[src/rtl/wavetable_sequencer_if.sv]
// wavetable_sequencer_if: configuration write handshake from the patch loader.
interface wavetable_sequencer_if;
    logic       cfg_valid;
    logic       cfg_ready;
    logic [5:0] cfg_addr;
    logic [7:0] cfg_left;
    logic [7:0] cfg_right;
    logic [7:0] cfg_factor;
    logic       cfg_is_pure;
    modport master (output cfg_valid, cfg_addr, cfg_left, cfg_right, cfg_factor, cfg_is_pure, input cfg_ready);
    modport slave  (input cfg_valid, cfg_addr, cfg_left, cfg_right, cfg_factor, cfg_is_pure, output cfg_ready);
endinterface

[src/rtl/wavetable_sequencer.sv]
// wavetable_sequencer: per-sample voice scan of the wavetable RAM with interleaved config writes.
module wavetable_sequencer #(
    parameter int VOICES    = 8,
    parameter int RAM_DEPTH = 61
) (
    input  logic                clk,
    input  logic                rst_n,
    input  logic                sample_tick,
    input  logic [6*VOICES-1:0] voice_idx,
    wavetable_sequencer_if.slave cfg,
    output logic                ram_re,
    output logic [5:0]          ram_addr_r,
    input  logic [7:0]          ram_left_r,
    input  logic [7:0]          ram_right_r,
    input  logic [7:0]          ram_factor_r,
    input  logic                ram_is_pure_r,
    output logic                ram_we,
    output logic [5:0]          ram_addr_w,
    output logic [7:0]          ram_left_w,
    output logic [7:0]          ram_right_w,
    output logic [7:0]          ram_factor_w,
    output logic                ram_is_pure_w,
    output logic                out_valid,
    output logic [3:0]          out_voice,
    output logic [7:0]          out_left,
    output logic [7:0]          out_right,
    output logic [7:0]          out_factor,
    output logic                out_is_pure,
    output logic                frame_done,
    output logic                busy,
    output logic                overrun,
    output logic                cfg_err,
    input  logic                status_clr
);
    typedef enum logic [1:0] {IDLE, WRITE, SCAN, DRAIN} state_t;
    localparam logic [6:0] DEPTH = 7'(RAM_DEPTH);
    localparam logic [3:0] LAST  = 4'(VOICES - 1);

    state_t              state;
    logic [3:0]          cnt;
    logic                armed;
    logic [6*VOICES-1:0] snap;
    logic                p_valid;
    logic                p_zero;
    logic [3:0]          p_voice;
    logic [3:0]          nxt;
    logic [5:0]          nxt_idx;
    logic                accept;
    logic                tick_go;

    function automatic logic in_range(input logic [5:0] a);
        return {1'b0, a} < DEPTH;
    endfunction

    // armed keeps cfg_ready low while reset is held
    assign cfg.cfg_ready = armed & (state == IDLE) & ~sample_tick;
    assign accept  = cfg.cfg_valid & cfg.cfg_ready;
    assign tick_go = sample_tick & ((state == IDLE) | (state == WRITE));
    assign nxt     = cnt + 4'd1;
    assign nxt_idx = snap[6*nxt +: 6];

    always_ff @(posedge clk or negedge rst_n) begin
        if (!rst_n) begin
            state         <= IDLE;
            cnt           <= '0;
            armed         <= 1'b0;
            snap          <= '0;
            p_valid       <= 1'b0;
            p_zero        <= 1'b0;
            p_voice       <= '0;
            ram_re        <= 1'b0;
            ram_addr_r    <= '0;
            ram_we        <= 1'b0;
            ram_addr_w    <= '0;
            ram_left_w    <= '0;
            ram_right_w   <= '0;
            ram_factor_w  <= '0;
            ram_is_pure_w <= 1'b0;
            out_valid     <= 1'b0;
            out_voice     <= '0;
            out_left      <= '0;
            out_right     <= '0;
            out_factor    <= '0;
            out_is_pure   <= 1'b0;
            frame_done    <= 1'b0;
            busy          <= 1'b0;
            overrun       <= 1'b0;
            cfg_err       <= 1'b0;
        end else begin
            armed       <= 1'b1;
            ram_we      <= 1'b0;
            p_valid     <= state == SCAN;
            p_zero      <= ~ram_re;
            p_voice     <= cnt;
            out_valid   <= p_valid;
            out_voice   <= p_valid ? p_voice : '0;
            out_left    <= (p_valid & ~p_zero) ? ram_left_r : '0;
            out_right   <= (p_valid & ~p_zero) ? ram_right_r : '0;
            out_factor  <= (p_valid & ~p_zero) ? ram_factor_r : '0;
            out_is_pure <= p_valid & ~p_zero & ram_is_pure_r;
            frame_done  <= p_valid & (p_voice == LAST);
            overrun     <= ~status_clr & (overrun | (sample_tick & ((state == SCAN) | (state == DRAIN))));
            cfg_err     <= ~status_clr & (cfg_err | (accept & ~in_range(cfg.cfg_addr)));
            // a tick landing in WRITE is served as soon as WRITE ends
            if (tick_go) begin
                state      <= SCAN;
                busy       <= 1'b1;
                snap       <= voice_idx;
                cnt        <= '0;
                ram_re     <= in_range(voice_idx[5:0]);
                ram_addr_r <= voice_idx[5:0];
            end else if (accept) begin
                state         <= WRITE;
                busy          <= 1'b1;
                ram_we        <= in_range(cfg.cfg_addr);
                ram_addr_w    <= cfg.cfg_addr;
                ram_left_w    <= cfg.cfg_left;
                ram_right_w   <= cfg.cfg_right;
                ram_factor_w  <= cfg.cfg_factor;
                ram_is_pure_w <= cfg.cfg_is_pure;
            end else if (state == WRITE) begin
                state <= IDLE;
                busy  <= 1'b0;
            end else if (state == SCAN) begin
                if (cnt == LAST) begin
                    state  <= DRAIN;
                    cnt    <= '0;
                    ram_re <= 1'b0;
                end else begin
                    cnt        <= nxt;
                    ram_re     <= in_range(nxt_idx);
                    ram_addr_r <= nxt_idx;
                end
            end else if (state == DRAIN) begin
                cnt <= nxt;
                if (cnt == 4'd1) begin
                    state <= IDLE;
                    busy  <= 1'b0;
                end
            end
        end
    end
endmodule

[src/flat_wrapper.sv]
// flat-port wrapper written by rule: the top's interface ports become plain ports
module wavetable_sequencer_flat 
#(
    parameter int VOICES    = 8,
    parameter int RAM_DEPTH = 61
)
  (clk, rst_n, sample_tick, voice_idx, ram_re, ram_addr_r, ram_left_r, ram_right_r, ram_factor_r, ram_is_pure_r, ram_we, ram_addr_w, ram_left_w, ram_right_w, ram_factor_w, ram_is_pure_w, out_valid, out_voice, out_left, out_right, out_factor, out_is_pure, frame_done, busy, overrun, cfg_err, status_clr, cfg_cfg_valid, cfg_cfg_addr, cfg_cfg_left, cfg_cfg_right, cfg_cfg_factor, cfg_cfg_is_pure, cfg_cfg_ready);
  wavetable_sequencer_if cfg_i ();
  input  logic clk;
  input  logic rst_n;
  input  logic sample_tick;
  input  logic [6*VOICES-1:0] voice_idx;
  output logic ram_re;
  output logic [5:0] ram_addr_r;
  input  logic [7:0] ram_left_r;
  input  logic [7:0] ram_right_r;
  input  logic [7:0] ram_factor_r;
  input  logic ram_is_pure_r;
  output logic ram_we;
  output logic [5:0] ram_addr_w;
  output logic [7:0] ram_left_w;
  output logic [7:0] ram_right_w;
  output logic [7:0] ram_factor_w;
  output logic ram_is_pure_w;
  output logic out_valid;
  output logic [3:0] out_voice;
  output logic [7:0] out_left;
  output logic [7:0] out_right;
  output logic [7:0] out_factor;
  output logic out_is_pure;
  output logic frame_done;
  output logic busy;
  output logic overrun;
  output logic cfg_err;
  input  logic status_clr;
  input wire logic [$bits(cfg_i.cfg_valid)-1:0] cfg_cfg_valid;
  input wire logic [$bits(cfg_i.cfg_addr)-1:0] cfg_cfg_addr;
  input wire logic [$bits(cfg_i.cfg_left)-1:0] cfg_cfg_left;
  input wire logic [$bits(cfg_i.cfg_right)-1:0] cfg_cfg_right;
  input wire logic [$bits(cfg_i.cfg_factor)-1:0] cfg_cfg_factor;
  input wire logic [$bits(cfg_i.cfg_is_pure)-1:0] cfg_cfg_is_pure;
  output wire logic [$bits(cfg_i.cfg_ready)-1:0] cfg_cfg_ready;
  assign cfg_i.cfg_valid = cfg_cfg_valid;
  assign cfg_i.cfg_addr = cfg_cfg_addr;
  assign cfg_i.cfg_left = cfg_cfg_left;
  assign cfg_i.cfg_right = cfg_cfg_right;
  assign cfg_i.cfg_factor = cfg_cfg_factor;
  assign cfg_i.cfg_is_pure = cfg_cfg_is_pure;
  assign cfg_cfg_ready = cfg_i.cfg_ready;
  wavetable_sequencer #(.VOICES(VOICES), .RAM_DEPTH(RAM_DEPTH)) u_core (.clk(clk), .rst_n(rst_n), .sample_tick(sample_tick), .voice_idx(voice_idx), .cfg(cfg_i), .ram_re(ram_re), .ram_addr_r(ram_addr_r), .ram_left_r(ram_left_r), .ram_right_r(ram_right_r), .ram_factor_r(ram_factor_r), .ram_is_pure_r(ram_is_pure_r), .ram_we(ram_we), .ram_addr_w(ram_addr_w), .ram_left_w(ram_left_w), .ram_right_w(ram_right_w), .ram_factor_w(ram_factor_w), .ram_is_pure_w(ram_is_pure_w), .out_valid(out_valid), .out_voice(out_voice), .out_left(out_left), .out_right(out_right), .out_factor(out_factor), .out_is_pure(out_is_pure), .frame_done(frame_done), .busy(busy), .overrun(overrun), .cfg_err(cfg_err), .status_clr(status_clr));
endmodule
[config.mk]
export PLATFORM = sky130hd
export DESIGN_NAME = wavetable_sequencer_flat
export DESIGN_NICKNAME = d
export VERILOG_FILES = /design/src/rtl/wavetable_sequencer_if.sv /design/src/rtl/wavetable_sequencer.sv /design/src/flat_wrapper.sv
export SDC_FILE = /design/constraint.sdc
export NUM_CORES = 1
export LEC_CHECK = 0
export CORE_MARGIN = 3
export CORE_UTILIZATION = 35
export DETAILED_ROUTE_END_ITERATION = 16
export HOLD_SLACK_MARGIN = 0.06
export PLACE_DENSITY_LB_ADDON = 0.12
export SYNTH_ARGS = -nofsm -noshare
export SYNTH_HDL_FRONTEND = slang
export SYNTH_SLANG_ARGS = --single-unit
[constraint.sdc]
create_clock -name clk -period 5.35 [get_ports clk]
set_clock_uncertainty 0.1 [all_clocks]
set_input_delay 0.8025 -clock clk [delete_from_list [all_inputs] [get_ports clk]]
set_output_delay 0.8025 -clock clk [all_outputs]
set_load 0.1 [all_outputs]
==> results of run 1 <==
cell usage in the layout, fill, tap and decap left out, drive strengths merged, types with 4 or more instances in the layout:
cell,instances
mux4,8
and2,32
clkdlybuf4s50,181
clkbuf,28
nor2b,6
nand3,5
mux2,31
nor3,4
dfrtp,134
o21ai,11
mux2i,5
nor2,14
a21oi,9
nand2,161
buf,6
a2111oi,4
stage by stage:
stage	instance area, um2	std cells
after floorplan	5470	482
after global placement	7440	858
after detailed placement	7440	858
after CTS	7990	889
after global routing	7990	889
final	7990	889
cell families after synthesis:
| kind of cell | Yosys count |
|---|---|
| compound gates | 37 |
| xor+xnor | 4 |
| fa+ha+maj | 2 |
| buf+inv | 25 |
| flops | 134 |
| mux | 44 |
| other cells | 1 |
| simple gates | 235 |
layout make-up:
| type | instances | area (um2) |
|---|---|---|
| Tap cell | 211 | 264 |
| Multi-Input combinational cell | 323 | 1960 |
| Fill cell | 1369 | 7270 |
| Sequential cell | 134 | 3350 |
| Inverter | 3 | 11.3 |
| Timing Repair Buffer | 187 | 1860 |
| Clock inverter | 3 | 15.0 |
| Clock buffer | 28 | 527 |
routing by layer:
| metal | global-route usage (%) | wire length [um] | vias to the layer above |
|---|---|---|---|
| met5 | 0 | 0 | - |
| met4 | 7.14 | 214 | 0 |
| met1 | 20.7 | 6000 | 1902 |
| met2 | 23.9 | 6390 | 109 |
| met3 | 3.94 | 654 | 12 |
| li1 | - | - | 1968 |
worst max-delay path, stage by stage:
cell and delay (ps):
clkdlybuf4s50_1 510, nor4b_4 320, clkdlybuf4s50_1 1190
worst paths after layout:
path / from / to / slack (ps) / cells after the start
setup reg to reg: u_core.cnt[0] / u_core.ram_re / 2170 / 7
max in group asynchronous: rst_n / u_core.ram_addr_r[0] / 3690 / 2
setup / recovery: sample_tick / cfg_cfg_ready / 1620 / 3
min in group clk: u_core.ram_re / u_core.p_zero / 340 / 1
hold reg to reg: u_core.ram_re / u_core.p_zero / 340 / 1
hold / removal: rst_n / u_core.out_left[2] / 310 / 1
registers in the layout, summed over array words and instances (netlist names), 2 cells and up:
name	count
u_core.cnt	4
u_core.out_factor	8
u_core.out_left	8
u_core.out_right	8
u_core.out_voice	4
u_core.p_voice	4
u_core.ram_addr_r	6
u_core.ram_addr_w	6
u_core.ram_factor_w	8
u_core.ram_left_w	8
u_core.ram_right_w	8
u_core.snap	48
u_core.state	2
==> metrics, run 1 <==
Post-synth EDFFs=0; largest net degree at the start of global routing=87; CTS root buffer=clkbuf_16; clock-pin slew on the worst setup and hold paths=50 ps; IO Port Bufs=182; cells resized by post-CTS repair=0; total negative slack=0 ps; adder-cell share of the synthesized area=0.458%; Synth area leaders=dfrtp_1 (61%), nand2_1 (11%), mux2_2 (6.4%), and2_1 (3.5%), mux4_2 (2.5%); area grow syn2layout=46.1%; H-tree depth=4; most frequent cell after synthesis=nand2_1; post-detailed-route wirelength per cell=14.9 um; post-CTS setup buffer count=0; first drt pass iteration count=4; Setup Crit Path Kind=in2out; number of diodes=0; Syn Inst Count=482; main combinational cell family by area after synthesis=simple AND/OR/NAND/NOR gates; share of layout cells above drive strength 1=11.2%; vias per cell=4.49; Routed WL=13.3 mm; outcome=finished, final reports clean; Synth async-reset ratio=100%; die area=17200 um2; final core occ=52.4%; Post-CTS Hold Buffers=0; Row Count=45; mapped cell area=5470 um2; Post-DRT Antenna Nets=0; Top Ports=183; RSZ-0062 raised after global routing=no; worst-margin pin slew=1170 ps; fin crit period=3730 ps; final critical-path share of the clock period=69.7%; Main synth FF type=dfrtp_1; gr usage total=15.5%; Final Max Slew Viols=0; worst hold path type=in2async; final setup fails=0; CTS tree=done; Die Wd=131 um; sequential fraction of the synthesis area=61.3%; pre-CTS WS=1590 ps; CP arrival=2830 ps; CP required=4450 ps; endpoints failing hold=0; flops & latches, synth=134; Setup WS post-layout=1620 ps; Detail Placement HPWL=9.41 mm; clk_lat worst skew=410 ps; post-synthesis simple-gate area fraction=19.3%; drt drc=0; DRT iter0 DRCs=169; CTS Sinks=134; GRT overflow=0; largest area contributor in the netlist=dfrtp_1; syn nets=593; Placer Congestion=0.769; top cells by count, synth=nand2_1 (161), dfrtp_1 (134), and2_1 (31), mux2_2 (31), nor2_1 (14); # Max-Cap Violations=0; core area=15300 um2; mux contribution to synthesized area=10.7%; via count=3991; Slew HR=22.1%; syn avg cell area=11.3 um2; xor and xnor fraction of the mapped netlist area=0.778%; Synth Area in Compound Gates=4.30%; distinct cell type count after synthesis=43; crit-path max FO=5; post-synth top area share=61.3%; Initial Utilization=35.8%; vias in the first global route=4019; Max Buffers Root-to-Sink=2; CP Capture Type=output port; Synth Warn #=0; Die H=131 um; startpoint class of the critical path=input pin; Fin Hold WS=315 ps; Fmax=0.268 GHz; CTS buffer count=17; Nets=777; first-pass GRT wire length=20.5 mm; initial antenna violation count=0
Power of run 1 is left out: the tool's default activity adds up to more than one toggle a clock period on the data nets, which glitch-free logic cannot reach.
==> run 2: changes to the inputs <==
Clock period 5.35 ns to 3 ns, I/O delays scaled along.
==> run 2 against run 1 <==
  * Final area fell by 0.75%
  * Setup slack got worse by 1100 ps
  * Sequential share of layout area rose by 0.32 points
  * Via count rose by 1.6%
  * Highest routed layer unchanged
  * Final cell count rose by 0.90%
  * Register-to-register slack got worse by 1600 ps
  * Die area did not move
  * Global-route usage rose by 0.28 points
  * Critical endpoint is now u_core.ram_re
==> metrics, run 2 (same netlist as run 1, synthesis figures left out) <==
Final Max Slew Viols=0; area grow syn2layout=45.0%; Fin Hold WS=341 ps; share of layout cells above drive strength 1=23.3%; Routed WL=13.5 mm; Initial Utilization=35.8%; Post-DRT Antenna Nets=0; IO Port Bufs=182; via count=4053; Bufs and invs on worst path=1; Die H=131 um; gr usage total=15.8%; vias in the first global route=4165; Detail Placement HPWL=9.94 mm; post-CTS setup buffer count=0; drt drc=0; Max Buffers Root-to-Sink=2; endpoints failing hold=0; commonest non-fill, non-tap cell in the layout=nand2_1; fin crit period=2460 ps; worst hold path type=reg2reg; most frequent cells in the layout=nand2_1 (161), dfrtp_1 (134), clkdlybuf4s50_1 (107); GRT overflow=0; worst-margin pin slew=740 ps; CP Capture Type=flop; CTS root buffer=clkbuf_16; Fmax=0.406 GHz; final setup fails=0; CP required=3230 ps; die area=17200 um2; pre-CTS WS=508 ps; first-pass GRT wire length=21.0 mm; Die Wd=131 um; initial antenna violation count=0; clock-pin slew on the worst setup and hold paths=50 ps; Placer Congestion=0.811; number of diodes=0; top cell family by delay on the critical path=adder cells; RSZ-0062 raised after global routing=no; CTS buffer count=17; Slew HR=50.4%; # Max-Cap Violations=0; total negative slack=0 ps; final core occ=52.0%; CP arrival=2700 ps; final critical-path share of the clock period=82.1%; crit-path max FO=12; Worst R2R Setup Slack=540 ps; clk_lat worst skew=410 ps; cell chain of the critical path=ha_1 > buf_4 > nor2b_1 > a2111oi_0 > nor4_1 > and4_1 > a21oi_1; max reg flops=48; first drt pass iteration count=4; outcome=finished, final reports clean; core area=15300 um2; DRT iter0 DRCs=178; crit-path max cell delay=640 ps; post-detailed-route wirelength per cell=15.1 um; CTS Sinks=134; startpoint class of the critical path=flop; Setup WS post-layout=537 ps; Nets=784; largest net degree at the start of global routing=70; Post-CTS Hold Buffers=1; Top reg by flops=u_core.snap; Crit-path slowest cell=ha_1; cells resized by post-CTS repair=0; Setup Crit Path Kind=reg2reg; Row Count=45; vias per cell=4.52; Top Ports=183; H-tree depth=4; CTS tree=done
## run 2: routing by layer
metal	vias to the layer above	GRT usage (%)	part of all wire (%)
li1	1976	-	-
met1	1954	20.8	44
met2	110	25.3	49
met3	13	3.94	5.2
met4	0	6.11	1.4
met5	-	0	0
## run 2: final cells by class
type / count / area [um2]
clock buffers: 23 / 488
multi-input cells: 323 / 1960
clock inverters: 9 / 98.8
repair buffers: 194 / 1760
well taps: 211 / 264
fillers: 1406 / 7330
inverters: 3 / 11.3
flip-flops and latches: 134 / 3350
## run 2: final timing paths
| path | from | endpoint | cells past startpoint |
|---|---|---|---|
| hold / removal | u_core.p_valid | u_core.out_valid | 0 |
| hold reg to reg | u_core.p_valid | u_core.out_valid | 0 |
| setup reg to reg | u_core.cnt[0] | u_core.ram_re | 7 |
| min in group asynchronous | rst_n | u_core.out_left[2] | 2 |
| setup / recovery | u_core.cnt[0] | u_core.ram_re | 7 |
| max in group asynchronous | rst_n | u_core.ram_addr_w[2] | 3 |
## run 2: per-stage QoR
stage | area [um2] | instances
after floorplan | 5470 | 482
after global placement | 7330 | 864
after detailed placement | 7330 | 864
after CTS | 7930 | 897
after global routing | 7930 | 897
final | 7930 | 897
Power of run 2 is left out for the same reason.
==> run 3: changes to the inputs <==
Clock period 3 ns to 2.3 ns, I/O delays scaled along.
==> run 3 against run 2 <==
  * Wire length rose by 1.2%
  * Non-clock buffer count is 6 higher
  * Critical path depth down 1
  * Die area stayed put
  * Sequential share of layout area shrank 0.50 points
==> metrics, run 3 (same netlist as run 1, synthesis figures left out) <==
DRT iter0 DRCs=194; Crit-path slowest cell=mux4_1; final critical-path share of the clock period=98.1%; Detail Placement HPWL=10.0 mm; fillers=1419; Top Ports=183; endpoints failing hold=0; Slew HR=48.7%; initial antenna violation count=0; H-tree depth=4; largest net degree at the start of global routing=57; Fin Hold WS=338 ps; IO Port Bufs=182; Post-DRT Antenna Nets=0; share of layout cells above drive strength 1=24.9%; vias per cell=4.53; Top reg by flops=u_core.snap; drt drc=0; Placer Congestion=0.814; # Max-Cap Violations=0; area grow syn2layout=46.8%; CP arrival=2440 ps; CTS root buffer=clkbuf_16; Routed WL=13.7 mm; Nets=790; CP required=2490 ps; clk_lat worst skew=400 ps; commonest non-fill, non-tap cell in the layout=nand2_1; final setup fails=0; max reg flops=48; total negative slack=0 ps; via count=4094; CTS tree=done; cell chain of the critical path=ha_2 > xor2_4 > mux4_1 > mux2i_1 > a2bb2oi_1 > o21ai_1; post-detailed-route wirelength per cell=15.1 um; outcome=finished, final reports clean; final core occ=52.6%; die area=17200 um2; number of diodes=0; gr usage total=15.8%; Setup Crit Path Kind=reg2reg; GRT overflow=0; worst-margin pin slew=765 ps; worst hold path type=reg2reg; DP Cell Count=870; Die Wd=131 um; Final Max Slew Viols=0; vias in the first global route=4051; CTS buffer count=17; core area=15300 um2; most frequent cells in the layout=nand2_1 (160), dfrtp_1 (134), clkdlybuf4s50_1 (107); startpoint class of the critical path=flop; CP Capture Type=flop; crit-path max FO=4; first-pass GRT wire length=21.1 mm; RSZ-0062 raised after global routing=yes; clock-pin slew on the worst setup and hold paths=60 ps; fin crit period=2260 ps; Max Buffers Root-to-Sink=2; crit-path max cell delay=590 ps; Die H=131 um; Fmax=0.443 GHz; Initial Utilization=35.8%; CTS Sinks=134; Final Non-Filler Cells=903; first drt pass iteration count=5; Row Count=45
[run 3: cell types whose count changed in the layout (fill, tap and decap cells not counted), moves of 2 or more]
cell / previous run / this run
buf_4: 83 / 88
clkinvlp_4: 0 / 5
ha_1: 2 / 0
clkbuf_8: 4 / 0
a2111oi_0: 4 / 2
clkbuf_1: 2 / 0
[run 3: final timing paths]
kind / startpoint / to / slack, ps / depth (start not counted)
max in group asynchronous: rst_n / u_core.snap[37] / 1000 / 3
min in group asynchronous: rst_n / u_core.out_left[1] / 360 / 2
hold reg to reg: u_core.p_valid / u_core.out_valid / 340 / 0
hold / removal: u_core.p_valid / u_core.out_valid / 340 / 0
setup / recovery: u_core.cnt[0] / u_core.ram_addr_r[1] / 40 / 6
setup reg to reg: u_core.cnt[0] / u_core.ram_addr_r[1] / 40 / 6
[run 3: final cells by class]
type	instances	area (um2)	share of cell area, %
Inverter	3	11.3	0.140
Sequential cell	134	3350	41.8
Clock buffer	17	425	5.30
Clock inverter	15	163	2.03
Tap cell	211	264	3.29
Multi-Input combinational cell	323	1990	24.9
Timing Repair Buffer	200	1810	22.6
[run 3: routing by layer]
| metal | wire length (um) | part of all wire (%) | up-vias | global-route usage [%] |
|---|---|---|---|---|
| met1 | 5990 | 44 | 1967 | 21.1 |
| met2 | 6670 | 49 | 125 | 24.6 |
| met5 | 0 | 0 | - | 0 |
| met3 | 800 | 5.9 | 14 | 4.27 |
| met4 | 208 | 1.5 | 0 | 6.17 |
| li1 | - | - | 1988 | - |
[run 3: per-stage QoR]
step	cell area (um2)	setup WS (ps)
CTS	7990	17.3
global route	8020	-34.9
finish	8020	44.2
detailed placement	7390	-50.0
global placement	7390	148
floorplan	5470	-254
[run 3: timing repair]
action                                  4_1_cts  5_1_grt
hold buffers                                  1        0
endpoints found under the hold margin        51        0
endpoints found under the setup margin        2        3
gates resized for setup                       1        6
setup buffers                                 0        0
pin swaps                                     0        1
[run 3: worst max-delay path: cells and delay by family (launching register included)]
kind                     cells  cell delay (ps)
XOR/XNOR                     1              200
adder cells (fa/ha/maj)      1              300
AO/OA/AOI/OAI                2              270
flip-flops                   1              440
multiplexers                 2              820
Power of run 3 is left out for the same reason.
